<file path="config.mk">
export PLATFORM = sky130hd
export DESIGN_NAME = prog_mem_responder
export DESIGN_NICKNAME = d
export VERILOG_FILES = /design/src/rtl/prog_mem_responder.sv
export SDC_FILE = /design/constraint.sdc
export NUM_CORES = 1
export LEC_CHECK = 0
export CAP_MARGIN = 0
export CORE_MARGIN = 3
export CORE_UTILIZATION = 50
export DETAILED_ROUTE_END_ITERATION = 8
export GPL_TIMING_DRIVEN = 1
export HOLD_SLACK_MARGIN = 0.08
export PLACE_DENSITY = 0.78
export SLEW_MARGIN = 25
export SYNTH_ARGS = -nofsm -noshare
export SYNTH_HDL_FRONTEND = slang
export SYNTH_SLANG_ARGS = --single-unit
</file>
<file path="constraint.sdc">
create_clock -name clk -period 2.6 [get_ports clk]
set_input_delay 0.52 -clock clk [delete_from_list [all_inputs] [get_ports clk]]
set_output_delay 0.52 -clock clk [all_outputs]
set_load 0.05 [all_outputs]
</file>
<file path="src/rtl/prog_mem_responder.sv">
`default_nettype none
// ============================================================================
//  Module      : prog_mem_responder
//  Description : Memory-side responder for the 4-bit CPU's memory bus.
//                Holds a DEPTH x DATA_W RAM with a zero-latency read path and
//                a CPU write port. A boot-loader FSM fills the RAM from a
//                valid/ready byte stream while holding the CPU in reset, then
//                releases the CPU once loading ends.
//
//  Ports
//    clk           in   1         rising-edge clock
//    reset         in   1         synchronous, active-high reset
//    mem_address   in   ADDR_W    CPU address
//    mem_data_w    in   DATA_W    CPU write data
//    mem_we        in   1         CPU write enable (honoured only in RUN)
//    mem_data_r    out  DATA_W    ram[mem_address], combinational
//    load_start    in   1         RUN -> LOAD request
//    load_valid    in   1         loader byte valid
//    load_data     in   DATA_W    loader byte
//    load_last     in   1         final loader byte marker
//    load_ready    out  1         high only in LOAD
//    cpu_reset_n   out  1         registered active-low CPU reset
//    load_count    out  ADDR_W+1  bytes accepted in the current load
//    dbg_ld_state  out  2         LOAD=0, RELEASE=1, RUN=2
//
//  Revision    : 1.0  initial release
// ============================================================================
module prog_mem_responder #(
    parameter int ADDR_W         = 4,
    parameter int DATA_W         = 8,
    parameter int CLEAR_ON_RESET = 1
) (
    input  logic              clk,
    input  logic              reset,
    input  logic [ADDR_W-1:0] mem_address,
    input  logic [DATA_W-1:0] mem_data_w,
    input  logic              mem_we,
    output logic [DATA_W-1:0] mem_data_r,
    input  logic              load_start,
    input  logic              load_valid,
    input  logic [DATA_W-1:0] load_data,
    input  logic              load_last,
    output logic              load_ready,
    output logic              cpu_reset_n,
    output logic [ADDR_W:0]   load_count,
    output logic [1:0]        dbg_ld_state
);

    localparam int                c_DEPTH     = 2 ** ADDR_W;
    localparam logic [ADDR_W-1:0] c_LAST_ADDR = '1;
    localparam logic [ADDR_W:0]   c_CNT_ONE   = {{ADDR_W{1'b0}}, 1'b1};

    typedef enum logic [1:0] {
        ST_LOAD    = 2'd0,
        ST_RELEASE = 2'd1,
        ST_RUN     = 2'd2
    } state_t;

    state_t              r_state;
    state_t              w_state_next;
    logic [DATA_W-1:0]   r_ram [c_DEPTH];
    logic [ADDR_W:0]     r_load_count;
    logic                r_cpu_reset_n;

    logic                w_load_ready;
    logic                w_handshake;
    logic                w_load_done;
    logic                w_cpu_we;
    logic                w_restart;
    logic [ADDR_W-1:0]   w_wr_ptr;

    // The write pointer is the low bits of the byte count: a load always
    // starts at address 0 and leaves LOAD before the count can reach DEPTH.
    assign w_wr_ptr    = r_load_count[ADDR_W-1:0];
    assign w_handshake = load_valid & w_load_ready;
    // Writing the top address ends the load even without load_last, so the
    // loader can never wrap onto address 0.
    assign w_load_done = w_handshake & (load_last | (w_wr_ptr == c_LAST_ADDR));
    assign w_cpu_we    = (r_state == ST_RUN) & mem_we;
    assign w_restart   = (r_state == ST_RUN) & load_start;

    // ------------------------------------------------------------------
    // FSM: state register
    // ------------------------------------------------------------------
    always_ff @(posedge clk) begin
        if (reset) begin
            r_state <= ST_LOAD;
        end else begin
            r_state <= w_state_next;
        end
    end

    // ------------------------------------------------------------------
    // FSM: next state and decoded outputs
    // ------------------------------------------------------------------
    always_comb begin
        w_state_next = r_state;
        w_load_ready = 1'b0;
        case (r_state)
            ST_LOAD: begin
                w_load_ready = 1'b1;
                if (w_load_done) begin
                    w_state_next = ST_RELEASE;
                end
            end
            ST_RELEASE: begin
                w_state_next = ST_RUN;
            end
            ST_RUN: begin
                if (load_start) begin
                    w_state_next = ST_LOAD;
                end
            end
            default: begin
                w_state_next = ST_LOAD;
            end
        endcase
    end

    // ------------------------------------------------------------------
    // CPU reset: registered so it changes exactly on the edge that enters
    // or leaves RUN; RELEASE therefore gives one extra clock of reset.
    // ------------------------------------------------------------------
    always_ff @(posedge clk) begin
        if (reset) begin
            r_cpu_reset_n <= 1'b0;
        end else begin
            r_cpu_reset_n <= (w_state_next == ST_RUN);
        end
    end

    // ------------------------------------------------------------------
    // Load byte counter: cleared on reload, frozen in RELEASE/RUN.
    // ------------------------------------------------------------------
    always_ff @(posedge clk) begin
        if (reset) begin
            r_load_count <= '0;
        end else if (w_restart) begin
            r_load_count <= '0;
        end else if (w_handshake) begin
            r_load_count <= r_load_count + c_CNT_ONE;
        end
    end

    // ------------------------------------------------------------------
    // RAM array. The loader and CPU write ports are mutually exclusive by
    // state, so a single prioritised write port suffices. Reset blocks
    // every write, and optionally clears the array.
    // ------------------------------------------------------------------
    always_ff @(posedge clk) begin
        if (reset) begin
            if (CLEAR_ON_RESET != 0) begin
                for (int i = 0; i < c_DEPTH; i++) begin
                    r_ram[i] <= '0;
                end
            end
        end else if (w_handshake) begin
            r_ram[w_wr_ptr] <= load_data;
        end else if (w_cpu_we) begin
            r_ram[mem_address] <= mem_data_w;
        end
    end

    assign mem_data_r   = r_ram[mem_address];
    assign load_ready   = w_load_ready;
    assign cpu_reset_n  = r_cpu_reset_n;
    assign load_count   = r_load_count;
    assign dbg_ld_state = r_state;

endmodule
`default_nettype wire
</file>
==> qor.txt, run 1 <==
Initial Util: 51.5%
status: complete, no violations
Die Y: 120 µm
Max Cap Viol: 0
DRT iter0 DRCs: 401
post-synthesis mux area share: 12.9%
post-route ant nets: 0
min-delay worst type: reg2reg
Synth warnings: 0
# setup viols final: 0
Avg Cell Area, Syn: 13.5 µm²
CTS max path bufs: 2
Root Buffer: clkbuf_16
f_max: 0.406 GHz
crit-path max FO: 13
n_diodes: 0
Total GRT Usage: 22.7%
CTS HTree Levels: 4
vias per std cell: 5.69
crit-path cells: buf_4 -> buf_4 -> mux2i_1 -> a22oi_1 -> nand2_1 -> o21ai_2 -> buf_6
cell family with most CP delay: buffers and inverters
Pwr per Cell Area: 658 mW/mm²
cell repeated most along the worst path: buf_4
Reg area: 0.00401 mm²
per-cell routed wire length: 20.3 µm
IO Port Bufs: 42
Final period util: 94.7%
Syn Inst Count: 485
WP data arrival: 1.94 ns
Ports: 43
post-synthesis cell type count: 34
largest family of logic cells by synthesized area: simple AND/OR/NAND/NOR gates
max-slew violation count: 0
DRC violations left: 0
worst endpoint required time: 2.08 ns
Yosys reg bits: 136
vias: 4385
Slew headroom: 66.1%
Sink Count: 136
Final #Nets: 613
post-synthesis compound-gate area fraction: 5.17%
Crit. End Element: output pin
Mapped Area: 0.00653 mm²
fillers: 857
Routed Wire Length: 15.6 mm
CTS Buf Count: 17
CTS tree: done
vias in the first global route: 4529
area of the multi-input gates: 0.00242 mm²
RSZ-0062 raised after global routing: false
post-synthesis simple-gate area fraction: 17.0%
drt first pass iters: 6
grt ovf: 0
Post-Route Utilization: 66.7%
layout cells sized above 1: 26.7%
Critical-path top delay cell: mux2i_1
Worst Skew: 0.00742 ns
Slew @ Worst Pin: 0.506 ns
Buf/Inv on CP: 3
syn nets: 512
post-synthesis sequential area ratio: 61.3%
min cycle time layout: 2.46 ns
pre-CTS WS: -0.0834 ns
Skew-Pair Late Insertion Delay: 0.41 ns
Synth Area in XOR/XNOR: 0.537%
GPL Wtd Cong: 0.842
first-pass GRT wire length: 24.4 mm
CP Launch Type: primary input
min setup slack post-route: 0.138 ns
Max stage delay on crit path: 0.45 ns
Area Overhead vs Synth: 29.5%
die area: 0.0145 mm²
Peak VDD IR: 0.399 mV
row count: 41
Pleak: 3.16 nW
Die Width: 120 µm
final hold vios: 0
largest net degree at the start of global routing: 21
initial antenna violation count: 0
kind of critical path: in2out
Post-Synth Adder-Cell Area: 0.192%
core area: 0.0127 mm²
Final HPWL DP: 10.9 mm
Worst-path clk slew: 0.05 ns
==> cells in the mapped netlist, drive strengths merged <==
cell type	instances	area share, %
a22oi	23	2.6
a31o	1	0.13
a31oi	1	0.096
and2	1	0.096
buf	21	2.3
clkbuf	9	0.52
dfxtp	8	2.5
edfxtp	128	59
ha	1	0.19
inv	1	0.057
mux2	2	0.40
mux2i	59	9.4
mux4	9	3.1
nand2	9	0.52
nand2b	25	2.4
nand3	24	4.9
nand4	2	0.19
nor2	139	8.0
nor2b	2	0.19
nor3b	1	0.12
nor4bb	1	0.25
o21ai	8	0.61
o2bb2ai	4	1.7
or2	1	0.096
or4b	1	0.21
xnor2	1	0.13
xor2	3	0.40
==> registers in the layout (all words and copies together) (netlist names) <==
| signal | count |
|---|---|
| dbg_ld_state | 2 |
| r_ram | 128 |
| load_count | 5 |
| cpu_reset_n | 1 |
==> area by class of cell <==
class	count	share of cell area, %
Sequential cell	136	47.4
Multi-Input combinational cell	318	28.6
Timing Repair Buffer	112	14.6
Clock buffer	22	5.25
Tap cell	172	2.54
Clock inverter	10	1.52
Inverter	1	0.0444
==> worst reg2reg max path, stage by stage (launching register included) <==
cell,delay [ns]
dfxtp_1,0.40
nor4bb_4,0.38
buf_4,0.22
mux2i_4,0.26
buf_12,0.18
nand3_4,0.09
nand2b_1,0.15
buf_12,0.15
==> power breakdown <==
group | total (W) | switching, W | internal, W
sequential | 0.00252 | 0.0000388 | 0.00248
combinational | 0.000713 | 0.000405 | 0.000308
clock | 0.00233 | 0.000836 | 0.00150
total | 0.00556 | 0.00128 | 0.00428
==> worst paths after layout <==
kind                                 startpoint            end  slack (ns)  cells past startpoint
worst max-delay path             mem_address[0]  mem_data_r[3]        0.14                      7
worst max register to register  dbg_ld_state[0]    r_ram[2][1]        0.50                      7
worst min-delay path              load_count[4]  load_count[4]        0.53                      2
worst min register to register    load_count[4]  load_count[4]        0.53                      2
==> kinds of logic after synthesis <==
| family | after synthesis |
|---|---|
| and+or+nand+nor | 206 |
| DFF | 136 |
| muxes | 70 |
| AOI/OAI and AO/OA | 37 |
| buffers and inverters | 31 |
| xor gates and xnor gates | 4 |
| adders and majority gates | 1 |
==> layout by cell type, fill, tap and decap left out, types with 3 or more instances in the layout <==
| cell type | count |
|---|---|
| buf_6 | 10 |
| o21ai_2 | 7 |
| nand3_1 | 7 |
| bufinv_16 | 3 |
| clkinv_2 | 4 |
| nand2_1 | 7 |
| a22oi_1 | 17 |
| o2bb2ai_4 | 4 |
| xor2_1 | 3 |
| mux2i_1 | 57 |
| mux4_2 | 9 |
| a22oi_2 | 6 |
| dfxtp_1 | 7 |
| nand3_4 | 16 |
| clkbuf_1 | 5 |
| edfxtp_1 | 128 |
| buf_12 | 22 |
| clkdlybuf4s50_1 | 31 |
| clkbuf_16 | 17 |
| nor2_1 | 139 |
| nand2b_1 | 25 |
| buf_4 | 47 |
==> layer usage <==
| layer | vias to the layer above | routed length (µm) | track usage (%) |
|---|---|---|---|
| li1 | 1973 | - | - |
| met1 | 2105 | 5780 | 27.3 |
| met5 | - | 0 | 0 |
| met4 | 0 | 648 | 11.0 |
| met2 | 255 | 7640 | 37.5 |
| met3 | 52 | 1580 | 6.83 |
==> through the flow <==
| stage | std cells | hold slack, ns | total power, W | instance area (µm²) | setup TNS [ns] |
|---|---|---|---|---|---|
| floorplan | 485 | 0.638 | 0.00293 | 6550 | -0.0274 |
| global placement | 738 | 0.504 | 0.00322 | 7770 | -1.04 |
| detailed placement | 738 | 0.520 | 0.00324 | 7770 | -7.26 |
| CTS | 770 | 0.532 | 0.00555 | 8370 | -0.00661 |
| global route | 771 | 0.624 | 0.00572 | 8460 | 0 |
| finish | 771 | 0.533 | 0.00556 | 8460 | 0 |
==> what timing repair did <==
action                     in CTS  in global routing
gates cloned                    0                  1
hold buffers                    0                  0
pin swaps                       1                  6
setup endpoints to repair       8                  8
gates resized for setup         9                 19
buffers inserted                0                  1
(Power assumes the default switching activity.)
==> run 2: changes to the inputs <==
Settings changed: SKIP_LAST_GASP set to 1.
==> results of run 2 <==
Same layout as run 1: the final DEF is identical, and so are final timing and power.
